--- config.mk ---
export PLATFORM = sky130hd
export DESIGN_NAME = reorder_buffer
export DESIGN_NICKNAME = d
export VERILOG_FILES = /design/src/rtl/reorder_buffer_pkg.sv /design/src/rtl/reorder_buffer.sv
export SDC_FILE = /design/constraint.sdc
export NUM_CORES = 2
export LEC_CHECK = 0
export BUFFER_PORTS_ARGS = -buffer_cell sky130_fd_sc_hd__buf_2
export CAP_MARGIN = 20
export CORE_UTILIZATION = 27
export CTS_CLUSTER_SIZE = 28
export DETAILED_ROUTE_END_ITERATION = 12
export PLACE_DENSITY_LB_ADDON = 0.25
export SLEW_MARGIN = 20
export SYNTH_ARGS = -nofsm -noshare
export SYNTH_HDL_FRONTEND = slang
export SYNTH_SLANG_ARGS = --single-unit
--- constraint.sdc ---
create_clock -name clk -period 7.75 [get_ports clk]
set_input_delay 0 -clock clk [delete_from_list [all_inputs] [get_ports clk]]
set_output_delay 0 -clock clk [all_outputs]
set_load 0.01 [all_outputs]
--- src/rtl/reorder_buffer_pkg.sv ---
// reorder_buffer_pkg
//   Shared sizing constants for the reorder buffer.
//   ROB_SIZE entries are addressed by ROB_W-bit tags. Tag ZERO_ROB means
//   "no tag" and is never allocated, so tags 1..ROB_SIZE-1 are usable.
package reorder_buffer_pkg;

  localparam int ROB_SIZE = 16;
  localparam int ROB_W    = 4;
  localparam int REG_W    = 5;
  localparam int DATA_W   = 32;
  localparam int ADDR_W   = 32;

  localparam logic [ROB_W-1:0] ZERO_ROB  = '0;
  localparam logic [ROB_W-1:0] FIRST_TAG = ROB_W'(1);
  // Highest occupancy; one slot is lost to the reserved tag.
  localparam logic [ROB_W-1:0] MAX_COUNT = ROB_W'(ROB_SIZE - 1);

endpackage

--- src/rtl/reorder_buffer.sv ---
// reorder_buffer
//   In-order retirement stage. The decoder allocates one entry per issued
//   instruction, results arrive out of order on the CDB, and the head entry
//   retires once ready. A mispredicted branch at the head flushes everything.
// Ports
//   clk, rst             clock; synchronous active-high reset (beats ena)
//   ena                  global enable, 0 freezes all state
//   in_alloc_*           allocation request: rd, is_branch, pred_taken
//   out_alloc_tag        tag the next allocation gets (tail), comb
//   out_full             no free entry, comb
//   in_cdb_*             result broadcast: tag, value, taken, target
//   in_query_tag1/2      operand tags; out_query_ready/value1/2 comb answers
//   out_commit_reg/tag/value   retiring entry, registered one-cycle pulse
//   out_flush, out_jump_pc     mispredict redirect, registered pulse
module reorder_buffer
  import reorder_buffer_pkg::*;
(
  input  logic              clk,
  input  logic              rst,
  input  logic              ena,
  input  logic              in_alloc_ena,
  input  logic [REG_W-1:0]  in_alloc_rd,
  input  logic              in_alloc_is_branch,
  input  logic              in_alloc_pred_taken,
  output logic [ROB_W-1:0]  out_alloc_tag,
  output logic              out_full,
  input  logic              in_cdb_ena,
  input  logic [ROB_W-1:0]  in_cdb_tag,
  input  logic [DATA_W-1:0] in_cdb_value,
  input  logic              in_cdb_taken,
  input  logic [ADDR_W-1:0] in_cdb_target,
  input  logic [ROB_W-1:0]  in_query_tag1,
  input  logic [ROB_W-1:0]  in_query_tag2,
  output logic              out_query_ready1,
  output logic              out_query_ready2,
  output logic [DATA_W-1:0] out_query_value1,
  output logic [DATA_W-1:0] out_query_value2,
  output logic [REG_W-1:0]  out_commit_reg,
  output logic [ROB_W-1:0]  out_commit_tag,
  output logic [DATA_W-1:0] out_commit_value,
  output logic              out_flush,
  output logic [ADDR_W-1:0] out_jump_pc
);

  // Pointers skip the reserved tag 0.
  function automatic logic [ROB_W-1:0] next_tag(input logic [ROB_W-1:0] tag);
    return (tag == MAX_COUNT) ? FIRST_TAG : tag + ROB_W'(1);
  endfunction

  logic [ROB_W-1:0]    head_reg, tail_reg, count_reg;
  logic [ROB_SIZE-1:0] valid_reg, ready_reg;

  logic [REG_W-1:0]    rd_mem     [ROB_SIZE];
  logic                branch_mem [ROB_SIZE];
  logic                pred_mem   [ROB_SIZE];
  logic                taken_mem  [ROB_SIZE];
  logic [DATA_W-1:0]   value_mem  [ROB_SIZE];
  logic [ADDR_W-1:0]   target_mem [ROB_SIZE];

  logic alloc_fire, commit_fire, cdb_hit, mispredict;

  assign out_alloc_tag = tail_reg;
  assign out_full      = (count_reg == MAX_COUNT);

  assign alloc_fire  = in_alloc_ena && !out_full;
  assign commit_fire = (count_reg != '0) && valid_reg[head_reg] && ready_reg[head_reg];
  assign cdb_hit     = in_cdb_ena && (in_cdb_tag != ZERO_ROB) && valid_reg[in_cdb_tag];
  assign mispredict  = commit_fire && branch_mem[head_reg] &&
                       (taken_mem[head_reg] != pred_mem[head_reg]);

  always_ff @(posedge clk) begin
    if (rst) begin
      head_reg         <= FIRST_TAG;
      tail_reg         <= FIRST_TAG;
      count_reg        <= '0;
      valid_reg        <= '0;
      ready_reg        <= '0;
      out_commit_reg   <= '0;
      out_commit_tag   <= ZERO_ROB;
      out_commit_value <= '0;
      out_flush        <= 1'b0;
      out_jump_pc      <= '0;
    end else begin
      // Outputs are pulses: idle unless something retires this edge.
      out_commit_reg   <= '0;
      out_commit_tag   <= ZERO_ROB;
      out_commit_value <= '0;
      out_flush        <= 1'b0;
      out_jump_pc      <= '0;

      if (ena) begin
        // CDB write precedes the commit clear so a late broadcast to the
        // retiring head cannot resurrect its ready bit.
        if (cdb_hit) begin
          ready_reg[in_cdb_tag]  <= 1'b1;
          value_mem[in_cdb_tag]  <= in_cdb_value;
          taken_mem[in_cdb_tag]  <= in_cdb_taken;
          target_mem[in_cdb_tag] <= in_cdb_target;
        end

        if (commit_fire) begin
          out_commit_reg      <= rd_mem[head_reg];
          out_commit_tag      <= head_reg;
          out_commit_value    <= value_mem[head_reg];
          valid_reg[head_reg] <= 1'b0;
          ready_reg[head_reg] <= 1'b0;
          head_reg            <= next_tag(head_reg);
        end

        // Tail is never the head here: alloc is blocked when full.
        if (alloc_fire) begin
          valid_reg[tail_reg]  <= 1'b1;
          ready_reg[tail_reg]  <= 1'b0;
          rd_mem[tail_reg]     <= in_alloc_rd;
          branch_mem[tail_reg] <= in_alloc_is_branch;
          pred_mem[tail_reg]   <= in_alloc_pred_taken;
          tail_reg             <= next_tag(tail_reg);
        end

        case ({alloc_fire, commit_fire})
          2'b10:   count_reg <= count_reg + ROB_W'(1);
          2'b01:   count_reg <= count_reg - ROB_W'(1);
          default: count_reg <= count_reg;
        endcase

        // Squash overrides everything above, including a same-cycle alloc.
        if (mispredict) begin
          out_flush   <= 1'b1;
          out_jump_pc <= target_mem[head_reg];
          valid_reg   <= '0;
          ready_reg   <= '0;
          head_reg    <= FIRST_TAG;
          tail_reg    <= FIRST_TAG;
          count_reg   <= '0;
        end
      end
    end
  end

  // Operand queries: stored result, or same-cycle CDB bypass.
  logic [1:0][ROB_W-1:0]  q_tag;
  logic [1:0]             q_ready;
  logic [1:0][DATA_W-1:0] q_value;

  assign q_tag = {in_query_tag2, in_query_tag1};

  for (genvar gi = 0; gi < 2; gi++) begin : g_query
    logic live, stored_hit, bypass_hit;
    assign live       = (q_tag[gi] != ZERO_ROB) && valid_reg[q_tag[gi]];
    assign stored_hit = live && ready_reg[q_tag[gi]];
    assign bypass_hit = live && in_cdb_ena && (in_cdb_tag == q_tag[gi]);
    assign q_ready[gi] = stored_hit || bypass_hit;
    assign q_value[gi] = bypass_hit ? in_cdb_value :
                         stored_hit ? value_mem[q_tag[gi]] : '0;
  end

  assign out_query_ready1 = q_ready[0];
  assign out_query_ready2 = q_ready[1];
  assign out_query_value1 = q_value[0];
  assign out_query_value2 = q_value[1];

endmodule

==> results.toml <==
[logic_synthesis]
synth-main-ff-cell = "edfxtp_1"
yosys-top-cells-area = "edfxtp_1, mux4_2, dfxtp_1"
synth-edff-count = 1152
syn_area_um2 = 57200
ys_async_sr_fraction = 0
yosysTopAreaCellShare = 0.605
yosys.cell_types.count = 67
seq_area_frac_synth = 0.647
ys_ff_latch = 1274
yosysWarnings = 0
syn_area_per_cell_um2 = 20.8
postSynthCellCount = 2750
yosysTopAreaCell = "edfxtp_1"

[hold_path]
hp-class = "input port to register"
hold_depth = 2

[grt]
grt_pass1_vias = 31796
grt_pass1_wl_mm = 250
grt_max_degree = 143
antenna_found_initial = 21
grt.overflow.total = 0
track_usage = 0.166

[sta]
tns_ns = 0
skew_ns = 0.0234
worst_pin_slew_ns = 1.12
maxSlewViolCount = 0
fin_ws_ns = 3.20
timing.hold.ws_ns = 0.155
fin_crit_sh = 0.587
setup_viol = 0
min_period_ns = 4.55
rsz0062_at_grt = "no"
final_hold_viol_count = 0
slew-limit-headroom = 0.249
fmax_mhz = 220

[die]
ioPinCount = 234
die_area_um2 = 214000
start_util = 0.272
die_w_um = 462
coreArea_um2 = 210000
row_count = 168
dieHeight_um = 462

[critical_path]
rr_endpoint = "count_reg[3]"
path_class = "register to register"
r2r_slack_ns = 3.20
cp_cell_sequence = "buf_4, mux2i_1, a31o_2, nor4_4, nand2_2, nor2_1, ha_1, o21ai_0, nand4b_1, nor3_1, o21a_1, nor3_1"
start_kind = "register"
worst-path-buf-inv = 1
crit_fanout = 51
crit_path_max_incr_delay_ns = 0.81
r2r_cells = 12
slowest_stage = "buf_4"
critPathTopFamily = "simple AND/OR/NAND/NOR gates"
r2r-start = "head_reg[1]"
cp-end-kind = "register"
arrival_ns = 5.17
crit_path_end = "count_reg[3]"
worst_path_most_repeated_cell = "nor3_1"
crit_start = "head_reg[1]"
cp.depth = 12
required_ns = 8.38

[cts]
cts_max_level = 4
cts_buffers = 144
cts_root_buffer = "clkbuf_16"
path_clk_slew_ns = 0.06
clock_latency_ns = 0.77
cts_sinks = 1274
cts_setup_buffers = 0
clockBufferDepth = 3
tritoncts = "yes"

[layout]
area_delta_synth_final_pct = 18.2
final-seq-area_um2 = 37100
drive_above_1_share = 0.384
utilization = 0.322
nNetsFinal = 3221
reg_top3 = "target_mem: 512 flops, value_mem: 512 flops, rd_mem: 80 flops"
multi_input_area_um2 = 19500
fillers = 20057

[power]
power.density_nw_per_um2 = 222
totalPowerFinal_w = 0.0150
ir_drop_v = 0.000237
p_leak_nw = 21.6

[route]
num_vias = 30887
drt-initial-drc-count = 2997
ant_nets = 0
wl_per_cell_um = 29.4
drc = 0
wl_mm = 178
firstDrtPassIters = 6
via_per_inst = 5.11

[placement]
dp_hpwl_mm = 99.8
dpl_worst_slack_ns = 3.09
gp_congestion = 0.819
io_buffers = 233

[run]
drv_cap = 0

[run_status]
outcome = "finished clean"
[cells in the final DEF (no fill, tap or decap), types with 13 or more instances in the layout]
cell              n
clkinv_1         20
inv_1            48
a22o_1           32
edfxtp_1       1152
nor2_4           14
clkbuf_1         34
a211oi_1         14
buf_4            48
mux4_2          705
dlygate4sd3_1    88
clkbuf_16       147
dfxtp_1         118
buf_2           225
clkbuf_8         13
conb_1           65
a21oi_1          26
nor2_1           29
and3_1           43
o21ai_0          49
and2_1           38
nand2_1          75
clkinv_2         24
nand3_1          18
[synthesized netlist by cell type, drive strengths merged (4+ instances only)]
master,n
nor3,15
a211oi,14
o22ai,5
o32ai,12
mux4,705
nand2,76
mux2i,12
dfxtp,122
edfxtp,1152
buf,97
xor2,9
xnor2,6
o211ai,9
and3,43
o21ai,49
clkbuf,118
nor4,7
nor2b,8
inv,49
a22o,32
nand3,18
a21oi,26
ha,10
o41ai,4
o2111ai,4
nor2,46
nand4,10
and2,39
nand2b,7
[worst register-to-register path, delay by kind of cell, from the launching register on]
family / cells / cell delay, ns
buffers and inverters: 1 / 0.83
flip-flops: 1 / 0.60
multiplexers: 1 / 0.30
AO/OA/AOI/OAI: 3 / 0.59
adder cells (fa/ha/maj): 1 / 0.31
AND/OR/NAND/NOR: 6 / 1.78
[repair_timing]
item                                   4_1_cts  5_1_grt
endpoints found under the hold margin     1209        0
resized for setup                            0        0
hold buffers                                88        0
[per-stage QoR]
stage | instance area [µm²] | instances
floorplan | 57500 | 2814
global placement | 62000 | 5693
detailed placement | 62000 | 5693
CTS | 67600 | 6043
global route | 67600 | 6044
finish | 67600 | 6046
[metal layers]
metal / up-vias / GRT usage / share of wire / wire, µm
met5: - / 0 / 0.00080 / 142
met4: 22 / 0.0468 / 0.027 / 4730
met3: 269 / 0.0328 / 0.061 / 10900
met2: 1127 / 0.261 / 0.47 / 83800
met1: 16838 / 0.232 / 0.44 / 78100
li1: 12631 / - / - / -
[worst min path at each step]
stage,startpoint,to,slack [ns]
floorplan,in_alloc_is_branch,branch_mem[0],0.1
global placement,in_cdb_target[26],target_mem[14][26],0.38
detailed placement,in_cdb_target[24],target_mem[4][24],0.39
global route,in_cdb_target[0],target_mem[13][0],0.12
CTS,in_cdb_target[0],target_mem[13][0],0.09
finish,in_cdb_target[0],target_mem[9][0],0.15
[power breakdown]
| part | leakage, nW | switching [W] | total, W | internal (W) |
|---|---|---|---|---|
| registers | 11.4 | 0.0000191 | 0.00754 | 0.00752 |
| logic | 7.87 | 0.000358 | 0.000624 | 0.000266 |
| clock network | 2.32 | 0.00285 | 0.00688 | 0.00403 |
[cells by family after synthesis]
family	after synthesis	share of synthesized area
compound gates	179	0.0221
xor+xnor	15	0.00230
fa+ha+maj	10	0.00219
buf+inv	265	0.0194
flops	1274	0.647
mux	717	0.280
other cells	1	0.0000656
simple gates	289	0.0268
[area by class of cell]
class	count	share of cell area
flip-flops and latches	1274	0.548
multi-input cells	1275	0.288
diodes	3	0.000111
clock buffers	194	0.0589
well taps	2805	0.0519
clock inverters	68	0.0108
repair buffers	377	0.0393
inverters	50	0.00278
Note: power is estimated with default switching activity, not from simulation.
